## src/rtl/config_pkg.sv

```systemverilog
// Shared constants and types for the debounced video-mode selector.
//   MODE_*           : video mode codes (MODE_W_DEF bits)
//   DEFAULT_FB_MODE  : code used when the switch pattern is not one-hot-low
//   state_e          : qualifier FSM states
//   DEFAULT_MODE_LUT : packed LUT, slice i = mode selected by switch i
package config_pkg;

    localparam int unsigned MODE_W_DEF = 8;
    localparam int unsigned NUM_SW_DEF = 5;

    localparam logic [MODE_W_DEF-1:0] MODE_1080p      = 8'h01;
    localparam logic [MODE_W_DEF-1:0] MODE_1080i      = 8'h02;
    localparam logic [MODE_W_DEF-1:0] MODE_720p       = 8'h03;
    localparam logic [MODE_W_DEF-1:0] MODE_480p       = 8'h04;
    localparam logic [MODE_W_DEF-1:0] MODE_480i       = 8'h05;
    localparam logic [MODE_W_DEF-1:0] DEFAULT_FB_MODE = 8'h00;

    typedef enum logic [1:0] {
        IDLE   = 2'd0,
        SETTLE = 2'd1,
        COMMIT = 2'd2
    } state_e;

    // Switch 0 lives in the least significant slice.
    localparam logic [NUM_SW_DEF*MODE_W_DEF-1:0] DEFAULT_MODE_LUT =
        {MODE_480i, MODE_480p, MODE_720p, MODE_1080i, MODE_1080p};

endpackage

```

## src/rtl/config_debounced_sw_decode.sv

```systemverilog
// Combinational one-hot-low decoder for a switch pattern.
//   i_pattern : switch bank, active-low
//   o_valid_c : exactly one bit of i_pattern is low
//   o_index_c : position of that low bit, 0 when not valid
module sw_decode #(
    parameter  int unsigned NUM_SW = 5,
    localparam int unsigned IDX_W  = $clog2(NUM_SW)
) (
    input  logic [NUM_SW-1:0] i_pattern,
    output logic              o_valid_c,
    output logic [IDX_W-1:0]  o_index_c
);

    localparam int unsigned ZW = $clog2(NUM_SW + 1);

    logic [ZW-1:0] w_zeros;

    // Count low bits and remember the position of the last one seen.
    always_comb begin
        w_zeros   = '0;
        o_index_c = '0;
        for (int unsigned i = 0; i < NUM_SW; i++) begin
            if (!i_pattern[i]) begin
                w_zeros   = w_zeros + ZW'(1);
                o_index_c = IDX_W'(i);
            end
        end
        o_valid_c = (w_zeros == ZW'(1));
        if (!o_valid_c) begin
            o_index_c = '0;
        end
    end

endmodule

```

## src/rtl/config_debounced.sv

```systemverilog
// Debounced DIP-switch video mode selector.
// Synchronises an active-low switch bank, requires it to be stable for
// DEBOUNCE_CYCLES+1 consecutive samples, then decodes it to a mode code.
// Optional build macro: CONFIG_HOLD_LAST_EN -- an invalid pattern keeps the
// previous mode code instead of switching to DEFAULT_MODE.
//   clock          : system clock
//   reset          : asynchronous active-high reset
//   config_in      : raw switch bank, active-low, asynchronous
//   config_data    : committed mode code
//   config_changed : one-cycle pulse when config_data takes a new value
//   config_valid   : committed pattern had exactly one switch low
//   sw_index       : index of the active switch, 0 when invalid
module config_debounced
    import config_pkg::*;
#(
    parameter int unsigned                NUM_SW          = 5,
    parameter int unsigned                MODE_W          = 8,
    parameter int unsigned                DEBOUNCE_CYCLES = 16,
    parameter logic [NUM_SW*MODE_W-1:0]   MODE_LUT        = DEFAULT_MODE_LUT,
    parameter logic [MODE_W-1:0]          DEFAULT_MODE    = DEFAULT_FB_MODE
) (
    input  logic                      clock,
    input  logic                      reset,
    input  logic [NUM_SW-1:0]         config_in,
    output logic [MODE_W-1:0]         config_data,
    output logic                      config_changed,
    output logic                      config_valid,
    output logic [$clog2(NUM_SW)-1:0] sw_index
);

    localparam int unsigned IDX_W = $clog2(NUM_SW);
    localparam int unsigned CNT_W = $clog2(DEBOUNCE_CYCLES + 1);

    logic [NUM_SW-1:0] r_sync1, r_sync_q, r_cand, r_committed;
    logic [CNT_W-1:0]  r_cnt;
    state_e            r_state;
    logic [MODE_W-1:0] r_data;
    logic              r_changed, r_valid;
    logic [IDX_W-1:0]  r_idx;

    state_e            w_state_nxt;
    logic [NUM_SW-1:0] w_cand_nxt, w_committed_nxt;
    logic [CNT_W-1:0]  w_cnt_nxt;
    logic [MODE_W-1:0] w_data_nxt, w_lut_mode, w_mode;
    logic              w_changed_nxt, w_valid_nxt;
    logic [IDX_W-1:0]  w_idx_nxt;
    logic              w_dec_valid;
    logic [IDX_W-1:0]  w_dec_index;

    sw_decode #(
        .NUM_SW (NUM_SW)
    ) u_decode (
        .i_pattern (r_cand),
        .o_valid_c (w_dec_valid),
        .o_index_c (w_dec_index)
    );

    // LUT slice for the decoded switch; constant slice bounds per iteration.
    always_comb begin
        w_lut_mode = DEFAULT_MODE;
        for (int unsigned i = 0; i < NUM_SW; i++) begin
            if (w_dec_index == IDX_W'(i)) begin
                w_lut_mode = MODE_LUT[i*MODE_W +: MODE_W];
            end
        end
    end

    // Mode code an invalid pattern commits to.
    always_comb begin
`ifdef CONFIG_HOLD_LAST_EN
        w_mode = w_dec_valid ? w_lut_mode : r_data;
`else
        w_mode = w_dec_valid ? w_lut_mode : DEFAULT_MODE;
`endif
    end

    // Two-flop synchroniser; idles high to match an all-released bank.
    always_ff @(posedge clock or posedge reset) begin
        if (reset) begin
            r_sync1  <= '1;
            r_sync_q <= '1;
        end else begin
            r_sync1  <= config_in;
            r_sync_q <= r_sync1;
        end
    end

    // Qualifier next-state and output logic.
    always_comb begin
        w_state_nxt     = r_state;
        w_cand_nxt      = r_cand;
        w_cnt_nxt       = r_cnt;
        w_committed_nxt = r_committed;
        w_data_nxt      = r_data;
        w_valid_nxt     = r_valid;
        w_idx_nxt       = r_idx;
        w_changed_nxt   = 1'b0;
        case (r_state)
            IDLE: begin
                if (r_sync_q != r_committed) begin
                    w_cand_nxt  = r_sync_q;
                    w_cnt_nxt   = CNT_W'(1);
                    w_state_nxt = SETTLE;
                end
            end
            SETTLE: begin
                if (r_sync_q != r_cand) begin
                    w_cand_nxt = r_sync_q;
                    w_cnt_nxt  = CNT_W'(1);
                end else if (r_cnt == CNT_W'(DEBOUNCE_CYCLES)) begin
                    w_state_nxt = COMMIT;
                end else begin
                    w_cnt_nxt = r_cnt + CNT_W'(1);
                end
            end
            COMMIT: begin
                // Re-committing the same code (bounce back, equal LUT codes) is silent.
                w_committed_nxt = r_cand;
                w_valid_nxt     = w_dec_valid;
                w_idx_nxt       = w_dec_index;
                w_data_nxt      = w_mode;
                w_changed_nxt   = (w_mode != r_data);
                w_state_nxt     = IDLE;
            end
            default: begin
                w_state_nxt = IDLE;
            end
        endcase
    end

    // State and output registers.
    always_ff @(posedge clock or posedge reset) begin
        if (reset) begin
            r_state     <= IDLE;
            r_cand      <= '1;
            r_cnt       <= '0;
            r_committed <= '1;
            r_data      <= DEFAULT_MODE;
            r_valid     <= 1'b0;
            r_idx       <= '0;
            r_changed   <= 1'b0;
        end else begin
            r_state     <= w_state_nxt;
            r_cand      <= w_cand_nxt;
            r_cnt       <= w_cnt_nxt;
            r_committed <= w_committed_nxt;
            r_data      <= w_data_nxt;
            r_valid     <= w_valid_nxt;
            r_idx       <= w_idx_nxt;
            r_changed   <= w_changed_nxt;
        end
    end

    assign config_data    = r_data;
    assign config_changed = r_changed;
    assign config_valid   = r_valid;
    assign sw_index       = r_idx;

endmodule

```

## config.mk

```make
export PLATFORM = sky130hd
export DESIGN_NAME = config_debounced
export DESIGN_NICKNAME = d
export VERILOG_FILES = /design/src/rtl/config_pkg.sv /design/src/rtl/config_debounced_sw_decode.sv /design/src/rtl/config_debounced.sv
export SDC_FILE = /design/constraint.sdc
export NUM_CORES = 1
export LEC_CHECK = 0
export BUFFER_PORTS_ARGS = -buffer_cell sky130_fd_sc_hd__clkbuf_2
export CORE_ASPECT_RATIO = 1.2
export CORE_UTILIZATION = 35
export DETAILED_ROUTE_END_ITERATION = 10
export PLACE_DENSITY = 0.59
export SETUP_SLACK_MARGIN = 0.02
export SLEW_MARGIN = 20
export SYNTH_ARGS = -nofsm -noshare
export SYNTH_HDL_FRONTEND = slang
export SYNTH_SLANG_ARGS = --single-unit
```

## constraint.sdc

```tcl
create_clock -name clock -period 3.6 [get_ports clock]
set_clock_uncertainty 0.05 [all_clocks]
set_input_delay 0.9 -clock clock [delete_from_list [all_inputs] [get_ports clock]]
set_output_delay 0.9 -clock clock [all_outputs]
set_load 0.05 [all_outputs]
```

== Word level (Yosys, flattened, before mapping) ==
Index checks and enable logic that the tools add are counted.
Word-level totals
  bits in registers: 40
  latch bits: 0
  memory bits (writable): 0
  memory bits (read-only): 0
  bits of input ports: 7
  memories: 0
Operators by class
  add/sub/neg operators: 5
  multiply operators: 0
  divide/modulo/power cells: 0
  order comparisons: 0
  eq/ne operators: 16
  shifts and indexed selects: 0
  muxes and demuxes: 28
  bitwise logic cells: 0
  reductions and logical operators: 6
Operator list (count)
  8-bit two-way mux: 5
  5-bit two-way mux: 5
  5-bit one-hot mux with 2 select lines: 2
  3-bit two-way mux: 6
  2-bit two-way mux: 5
  5-bit != test: 2
  3-bit by 1-bit adder with 3-bit output (second input constant): 3
  3-bit AND reduction: 3
  2-bit != test (second input constant): 4
  8-bit != test: 1
  3-bit by 1-bit == test with 1-bit output (second input constant): 2
  3-bit by 2-bit == test with 1-bit output (second input constant): 2
  5-bit by 1-bit adder with 5-bit output (second input constant): 1
  5-bit == test (second input constant): 1
  1-bit two-way mux: 4
  2-bit one-hot mux with 2 select lines: 1
  3-bit == test (second input constant): 1
  3-bit logical NOT: 1
  3-bit != test (second input constant): 1
  1-bit by 1-bit adder with 2-bit output (second input constant): 1
  2-bit by 1-bit == test with 1-bit output (second input constant): 1
  2-bit == test (second input constant): 1
  2-bit logical NOT: 1
  2-bit nonzero test: 1

== Logic depth before layout (Yosys ltp) ==
Gate-level depths: netlist (run 1).
  depth in word-level cells: 20
  mapped depth: 12
  gate-level depth less buffers: 12

== Cells and area by module ==
A second synthesis (run 1) with hierarchy kept.
Second synthesis, totals
  cell total of the unflattened synthesis: 170
  area, all modules: 1954.4 um^2
Modules (own cells, without submodules)
  config_debounced: instances 1, cells each 133, area each 1632.8 um^2, sequential area each 900.9 um^2
  sw_decode: instances 1, cells each 37, area each 321.6 um^2, sequential area each 0.0 um^2

== Least setup slack after synthesis (run 1) ==
Ideal clock, no wire load.
  path kind: register to register
  start: reg r_cand[1]
  end: reg r_changed, in the netlist config_changed
  arrival time: 2.881 ns
  data required time: 3.468 ns
  setup slack: 0.587 ns
  stages on the path, launching flop included: 11
  buffers on the path: 0
  path through: dfstp_2 > inv_1 > ha_1 > xnor2_1 > ha_1 > mux2_2 > ha_1 > nand2b_1 > xnor3_1 > or3_1 > a31oi_1
Between the ends
  word-level cells in the longest chain between the ends: 18
  elaborated cells between the ends (all ways): 26
  classes of those cells: add/sub: 3; eq/ne: 6; mux: 16; reduce/logical: 1
Ends and longest elaborated chain
  start: declaration: line config_debounced.sv:34  | logic [NUM_SW-1:0] r_sync1, r_sync_q, r_cand, r_committed;
  start signal: assignment: line config_debounced.sv:144  | r_cand <= w_cand_nxt;
  3-bit two-way mux: line config_debounced_sw_decode.sv:23  | if (!i_pattern[i]) begin
  3-bit by 1-bit adder with 3-bit output: line config_debounced_sw_decode.sv:24  | w_zeros = w_zeros + ZW'(1);
  3-bit two-way mux: line config_debounced_sw_decode.sv:23
  3-bit by 1-bit adder with 3-bit output: line config_debounced_sw_decode.sv:24
  3-bit two-way mux: line config_debounced_sw_decode.sv:23
  3-bit by 1-bit adder with 3-bit output: line config_debounced_sw_decode.sv:24
  3-bit two-way mux: line config_debounced_sw_decode.sv:23
  3-bit by 1-bit == test with 1-bit output: line config_debounced_sw_decode.sv:28  | o_valid_c = (w_zeros == ZW'(1));
  3-bit two-way mux: line config_debounced_sw_decode.sv:29  | if (!o_valid_c) begin
  3-bit logical NOT: line config_debounced.sv:62  | if (w_dec_index == IDX_W'(i)) begin
  1-bit two-way mux: line config_debounced.sv:62
  8-bit two-way mux (4 in series): line config_debounced.sv:62
  8-bit two-way mux (*): line config_debounced.sv:73  | w_mode = w_dec_valid ? w_lut_mode : DEFAULT_MODE;
  8-bit != test (*): line config_debounced.sv:122  | w_changed_nxt = (w_mode != r_data);
  1-bit two-way mux (*): line config_debounced.sv:98  | case (r_state)
  named net w_changed_nxt: line config_debounced.sv:45  | logic w_changed_nxt, w_valid_nxt;
  end signal: assignment: line config_debounced.sv:150  | r_changed <= w_changed_nxt;
  end: declaration: line config_debounced.sv:38  | logic r_changed, r_valid;
Mark *: on every way through the listed nets, which the timed path passes. The rest lies on a longest branch.
A chain may end at the register's enable or synchronous reset.

== Worst setup path in the final report (run 1) ==
  start: reg r_cand[0]
  end: reg r_changed, in the netlist config_changed
Between the ends
  word-level cells in the longest chain between the ends: 20
  elaborated cells between the ends (all ways): 24
  classes of those cells: add/sub: 4; eq/ne: 6; mux: 13; reduce/logical: 1
Ends and longest elaborated chain (line)
  1-bit two-way mux (*): config_debounced_sw_decode.sv:23
  1-bit by 1-bit adder with 2-bit output: config_debounced_sw_decode.sv:24
  3-bit two-way mux (*): config_debounced_sw_decode.sv:23
  3-bit by 1-bit adder with 3-bit output: config_debounced_sw_decode.sv:24
  3-bit two-way mux (*): config_debounced_sw_decode.sv:23
  3-bit by 1-bit adder with 3-bit output: config_debounced_sw_decode.sv:24
  3-bit two-way mux (*): config_debounced_sw_decode.sv:23
  3-bit by 1-bit adder with 3-bit output: config_debounced_sw_decode.sv:24
  (+2 left out)
  3-bit two-way mux: config_debounced_sw_decode.sv:29
  3-bit logical NOT: config_debounced.sv:62
  1-bit two-way mux: config_debounced.sv:62
  8-bit two-way mux (4 in series): config_debounced.sv:62
  8-bit two-way mux (*): config_debounced.sv:73
  8-bit != test (*): config_debounced.sv:122
  1-bit two-way mux (*): config_debounced.sv:98
  named net w_changed_nxt: config_debounced.sv:45
Marks and branches as above.

==> flow_summary.toml, run 1 <==
[run_status]
status = "finished, final reports clean"

[clock_network]
cts_sinks = 35
post-cts-setup-buffers = 0
postCtsResizedCells = 0
worstSkewPairLatency_ns = 0.28
cts_buffer_depth = 2
root_buffer = "clkbuf_8"
postCtsHoldBufs = 0
tritoncts = "built"
cts_inserted_buffers = 5
htreeDepth = 2
clk_pin_slew_ns = 0.07

[final_layout]
nets = 188
diodes = 0
layoutNonFillerInstCount = 236
syn2layout_area_growth_pct = 9.86
fillers = 478
layout-drive-gt1-share_pct = 31.8
stdcell_area_mm2 = 0.00202

[floorplanning]
fp.coreArea_mm2 = 0.00501
rows = 28
io_pins = 20
die_w_um = 68.2
die_h_um = 81.4
die_area_mm2 = 0.00555
initial_core_util_pct = 36.7

[yosys]
yosysWarnings = 0
synth_compound_area_share_pct = 11.5
synth_area_mm2 = 0.00184
synth_edf_count = 0
synth_mux_area_share_pct = 4.76
async_flop_share_pct = 100
synth_common_cells = "20 x dfstp_2, 15 x dfrtp_1, 11 x nand2_1, 9 x xor2_1, 8 x inv_1"
synth_most_common_cell = "dfstp_2"
synth_cells = 159
synth_area_per_cell_um2 = 11.6
synthXorXnorAreaFrac_pct = 7.82
yosys.area_share.simple_pct = 16.5
synth_ff_type = "dfstp_2"
synth-seq-cells = 35
synthAdderAreaFrac_pct = 4.08
ys_types = 49
ys_seq_area_share_pct = 49.0
yosys.area.top_type = "dfstp_2"
synth_top_family_by_area = "simple AND/OR/NAND/NOR gates"
yosysTopAreaCellShare_pct = 28.6
synth.area.top_cells = "dfstp_2 29%, dfrtp_1 20%, xor2_1 4.3%"

[sta]
finalCriticalPeriod_ns = 3.26
fmax_mhz = 306
maxSlewViolCount = 0
setup_ws_ns = 0.335
setup_viol = 0
rsz0062_at_grt = "false"
fin_crit_sh_pct = 90.7
hold_viol_final = 0
tns_ns = 0
worstMarginPinSlew_ns = 0.927
slew_headroom_pct = 38.1

[power]
power_leakage_nw = 0.953
vdd_ir_drop_max_v = 0.000203
power.total_uw = 791
powerDensity_mw_per_mm2 = 392

[min_path]
timing.hold.worst.class = "register to register"
worstHoldStart = "r_sync1[1]$_DFF_PP1_"
hold_path_depth = 0
min_to = "r_sync_q[1]$_DFF_PP1_"

[worst_setup_path]
path_max_fanout = 7
r2r-end = "config_changed$_DFF_PP0_"
r2r-start = "r_cand[0]$_DFFE_PP1P_"
critPathLaunchType = "register"
r2r_setup_slack_ns = 0.34
cp.arrival_ns = 3.41
cp_data_required_time_ns = 3.74
endpoint_kind = "register"
reg2regPathDepth = 10
critical_path_class = "register to register"

[placed_design]
dp_hpwl_mm = 2.34
io_buffer_count = 14
dp_slack_ns = 0.334
placedCellCount = 228
postPlaceCellArea_mm2 = 0.00194
gp_congestion = 0.758

[detailed_routing]
wl_per_cell_um = 13.3
final_antenna_net_count = 0
drc = 0
via_per_inst = 5.09
firstDrtPassIters = 4
drt_iter0_drc = 39
wirelength_mm = 3.15
num_vias = 1202

[global_routing]
grt_max_degree = 26
grt_pass1_wl_mm = 5.20
antenna_found_initial = 0
grt_usage_pct = 12.7
grt_pass1_vias = 1155
grt-ovfl-total = 0

[flow_run]
drv_cap = 0
## cell families (layout without fill, tap and decap cells)
logic type      Yosys count  after routing
other cells               1              5
xor+xnor                 13             13
fa+ha+maj                 6              6
flops                    35             35
simple gates             45             45
compound gates           31             31
buf+inv                  20             33
mux                       8              8
## where the power goes
part / leakage [nW] / switching [mW] / internal (mW) / total, mW
logic: 0.502 / 0.0596 / 0.0455 / 0.105
registers: 0.409 / 0.0142 / 0.410 / 0.425
clock network: 0.0422 / 0.126 / 0.135 / 0.262
total: 0.953 / 0.200 / 0.591 / 0.791
## layout by cell type, fill, tap and decap left out, types with 5 or more instances in the layout
cell	Yosys	final
dfstp_2	20	20
nand2_1	11	11
o21ai_0	7	7
o21ai_1	6	6
xor2_1	9	9
ha_1	6	6
dfrtp_1	15	15
conb_1	1	5
clkbuf_2	0	14
inv_1	8	8
clkbuf_8	0	5
## state kept, by name (all words and copies together), names as in the netlist
| name | cells |
|---|---|
| config_changed | 1 |
| config_data | 3 |
| config_valid | 1 |
| r_cand | 5 |
| r_cnt | 5 |
| r_committed | 5 |
| r_state | 2 |
| r_sync1 | 5 |
| r_sync_q | 5 |
| sw_index | 3 |
## through the flow
stage / util, % / hold slack [ns]
after CTS: 40.3 / 0.306
after global routing: 40.3 / 0.307
after floorplan: - / 0.295
after detailed placement: 38.7 / 0.297
final: 40.3 / 0.306
after global placement: 38.7 / 0.297
## critical path, stage by stage (launching register included)
cell and delay, ns:
dfstp_2 0.56, inv_1 0.08, ha_1 0.39, xnor2_1 0.24, ha_1 0.30, mux2_2 0.27
ha_1 0.18, nand2b_1 0.07, xnor3_1 0.49, or3_1 0.39, a31oi_1 0.16
## worst max path at each step
stage | startpoint | endpoint | cells past startpoint
finish | r_cand[0]$_DFFE_PP1P_ | config_changed$_DFF_PP0_ | 10
CTS | r_cand[0]$_DFFE_PP1P_ | config_changed$_DFF_PP0_ | 10
detailed placement | r_cand[0]$_DFFE_PP1P_ | config_changed$_DFF_PP0_ | 10
global placement | r_cand[1]$_DFFE_PP1P_ | config_changed$_DFF_PP0_ | 10
global route | r_cand[1]$_DFFE_PP1P_ | config_changed$_DFF_PP0_ | 10
floorplan | r_cand[1]$_DFFE_PP1P_ | config_changed$_DFF_PP0_ | 10
## cell type report
cell class	count	area [um^2]	share of cell area [%]
flip-flops and latches	35	901	44.6
well taps	60	75.1	3.72
repair buffers	17	92.6	4.58
clock inverters	1	5.00	0.248
clock buffers	7	76.3	3.78
inverters	8	30.0	1.49
multi-input cells	108	841	41.6
## layer usage
metal | vias up | GRT usage [%] | part of all wire, %
li1 | 583 | - | -
met1 | 598 | 14.9 | 45
met2 | 17 | 21.9 | 51
met3 | 4 | 3.33 | 2.5
met4 | 0 | 4.38 | 1.2
met5 | - | 0 | 0
Note: power is estimated with default switching activity, not from simulation.
==> run 2: changes to the inputs <==
--- a/config.mk
+++ b/config.mk
@@ -6,10 +6,12 @@
 export NUM_CORES = 1
 export LEC_CHECK = 0
 export BUFFER_PORTS_ARGS = -buffer_cell sky130_fd_sc_hd__clkbuf_2
+export CELL_PAD_IN_SITES_DETAIL_PLACEMENT = 1
+export CELL_PAD_IN_SITES_GLOBAL_PLACEMENT = 1
 export CORE_ASPECT_RATIO = 1.2
 export CORE_UTILIZATION = 35
 export DETAILED_ROUTE_END_ITERATION = 10
-export PLACE_DENSITY = 0.59
+export PLACE_DENSITY = 0.69
 export SETUP_SLACK_MARGIN = 0.02
 export SLEW_MARGIN = 20
 export SYNTH_ARGS = -nofsm -noshare
==> run 2 against run 1 <==
  * Power rose by 5.6%
  * Sequential share of layout area fell by 0.25 points
  * Worst setup slack improved by 0.0080 ns
  * Maximum frequency increased by 0.25%
  * Critical endpoint unchanged
  * Largest cell class unchanged
  * Largest power group unchanged
==> flow_summary.toml, run 2 (synthesis results as in run 1) <==
[clock_network]
tritoncts = "built"
clk_pin_slew_ns = 0.07
post-cts-setup-buffers = 0
root_buffer = "clkbuf_8"
postCtsHoldBufs = 0
cts_buffer_depth = 2
cts_inserted_buffers = 5
postCtsResizedCells = 0
htreeDepth = 2
worstSkewPairLatency_ns = 0.29
cts_sinks = 35

[sta]
fin_crit_sh_pct = 90.5
hold_viol_final = 0
worstMarginPinSlew_ns = 0.932
slew_headroom_pct = 37.8
rsz0062_at_grt = "false"
tns_ns = 0
setup_viol = 0
fmax_mhz = 307
finalCriticalPeriod_ns = 3.26
maxSlewViolCount = 0

[placed_design]
dp_hpwl_mm = 2.58
io_buffer_count = 14
gp_congestion = 0.711

[detailed_routing]
via_per_inst = 5.14
num_vias = 1209
wl_per_cell_um = 14.8
drc = 0
drt_iter0_drc = 21
firstDrtPassIters = 4
final_antenna_net_count = 0
wirelength_mm = 3.48

[power]
p_int_uw = 630
p_switching_uw = 206
power.total_uw = 836
p_clk_share_pct = 36.5
combPwrFrac_pct = 12.7
seq_power_share_pct = 50.8
power_leakage_nw = 0.957
switching_share_pct = 24.7
vdd_ir_drop_max_v = 0.000240
powerDensity_mw_per_mm2 = 412

[floorplanning]
die_h_um = 81.4
initial_core_util_pct = 36.7
die_area_mm2 = 0.00555
rows = 28
die_w_um = 68.2
io_pins = 20
fp.coreArea_mm2 = 0.00501

[final_layout]
regArea_um2 = 901
syn2layout_area_growth_pct = 10.5
nets = 187
layout_common_cells = "20 x dfstp_2, 15 x dfrtp_1, 14 x clkbuf_2, 11 x nand2_1, 9 x xor2_1"
mostFrequentLayoutCell = "dfstp_2"
fillers = 565
diodes = 0
layout-drive-gt1-share_pct = 32.0
multi_input_area_um2 = 841

[worst_setup_path]
endpoint_kind = "register"
path_max_fanout = 7
critical_path_class = "register to register"
critPathLaunchType = "register"
cp_data_required_time_ns = 3.75
cp.arrival_ns = 3.41

[global_routing]
antenna_found_initial = 0
grt_pass1_wl_mm = 6.05
grt_pass1_vias = 1300
grt_usage_pct = 15.1
grt_max_degree = 26
grt-ovfl-total = 0

[min_path]
timing.hold.worst.class = "register to register"

[flow_run]
drv_cap = 0

[run_status]
status = "finished, final reports clean"
run 2: per-layer routing:
layer,part of all wire (%),track usage [%]
met3,2.3,3.33
met2,55,26.4
met5,0,0
met4,2.0,7.50
met1,41,17.0
run 2: final timing paths:
check | from | endpoint | slack, ns | cells past startpoint
worst max-delay path | r_cand[1]$_DFFE_PP1P_ | config_changed$_DFF_PP0_ | 0.34 | 10
worst min-delay path | r_sync1[2]$_DFF_PP1_ | r_sync_q[2]$_DFF_PP1_ | 0.30 | 0
worst max register to register | r_cand[1]$_DFFE_PP1P_ | config_changed$_DFF_PP0_ | 0.34 | 10
worst min register to register | r_sync1[2]$_DFF_PP1_ | r_sync_q[2]$_DFF_PP1_ | 0.30 | 0
max in group asynchronous | reset | r_sync1[2]$_DFF_PP1_ | 1.97 | 3
min in group asynchronous | reset | config_data[0]$_DFFE_PP0P_ | 0.75 | 2
run 2: through the flow:
step           hold WS, ns  worst slack (ns)  utilization, %  cells  instance area [um^2]
6_report             0.300             0.344            40.6    235                  2030
5_1_grt              0.310             0.132            40.6    235                  2030
4_1_cts              0.302             0.304            40.6    235                  2030
3_5_place_dp         0.297             0.320            38.6    227                  1930
3_3_place_gp         0.296             0.478            38.6    227                  1930
2_1_floorplan        0.295             0.587               -    163                  1850
run 2: worst max-delay path, stage by stage (launching register included):
cell      delay (ns)
dfstp_2         0.57
inv_1           0.08
ha_1            0.37
xnor2_1         0.25
ha_1            0.30
mux2_2          0.28
ha_1            0.18
nand2b_1        0.06
xnor3_1         0.49
or3_1           0.38
a31oi_1         0.16
run 2: final cells by class:
| class | count | share of cell area [%] |
|---|---|---|
| clock buffer | 8 | 4.93 |
| inverter | 8 | 1.48 |
| multi-input combinational | 108 | 41.4 |
| sequential | 35 | 44.3 |
| tap | 60 | 3.69 |
| timing repair buffer | 16 | 4.19 |
run 2: power by group through the flow:
| stage | clock [mW] | combinational, mW | sequential, mW |
|---|---|---|---|
| global placement | 0 | 0.101 | 0.430 |
| CTS | 0.318 | 0.108 | 0.425 |
| floorplan | 0 | 0.0987 | 0.422 |
| global route | 0.332 | 0.119 | 0.427 |
| finish | 0.305 | 0.106 | 0.425 |
| detailed placement | 0 | 0.107 | 0.431 |
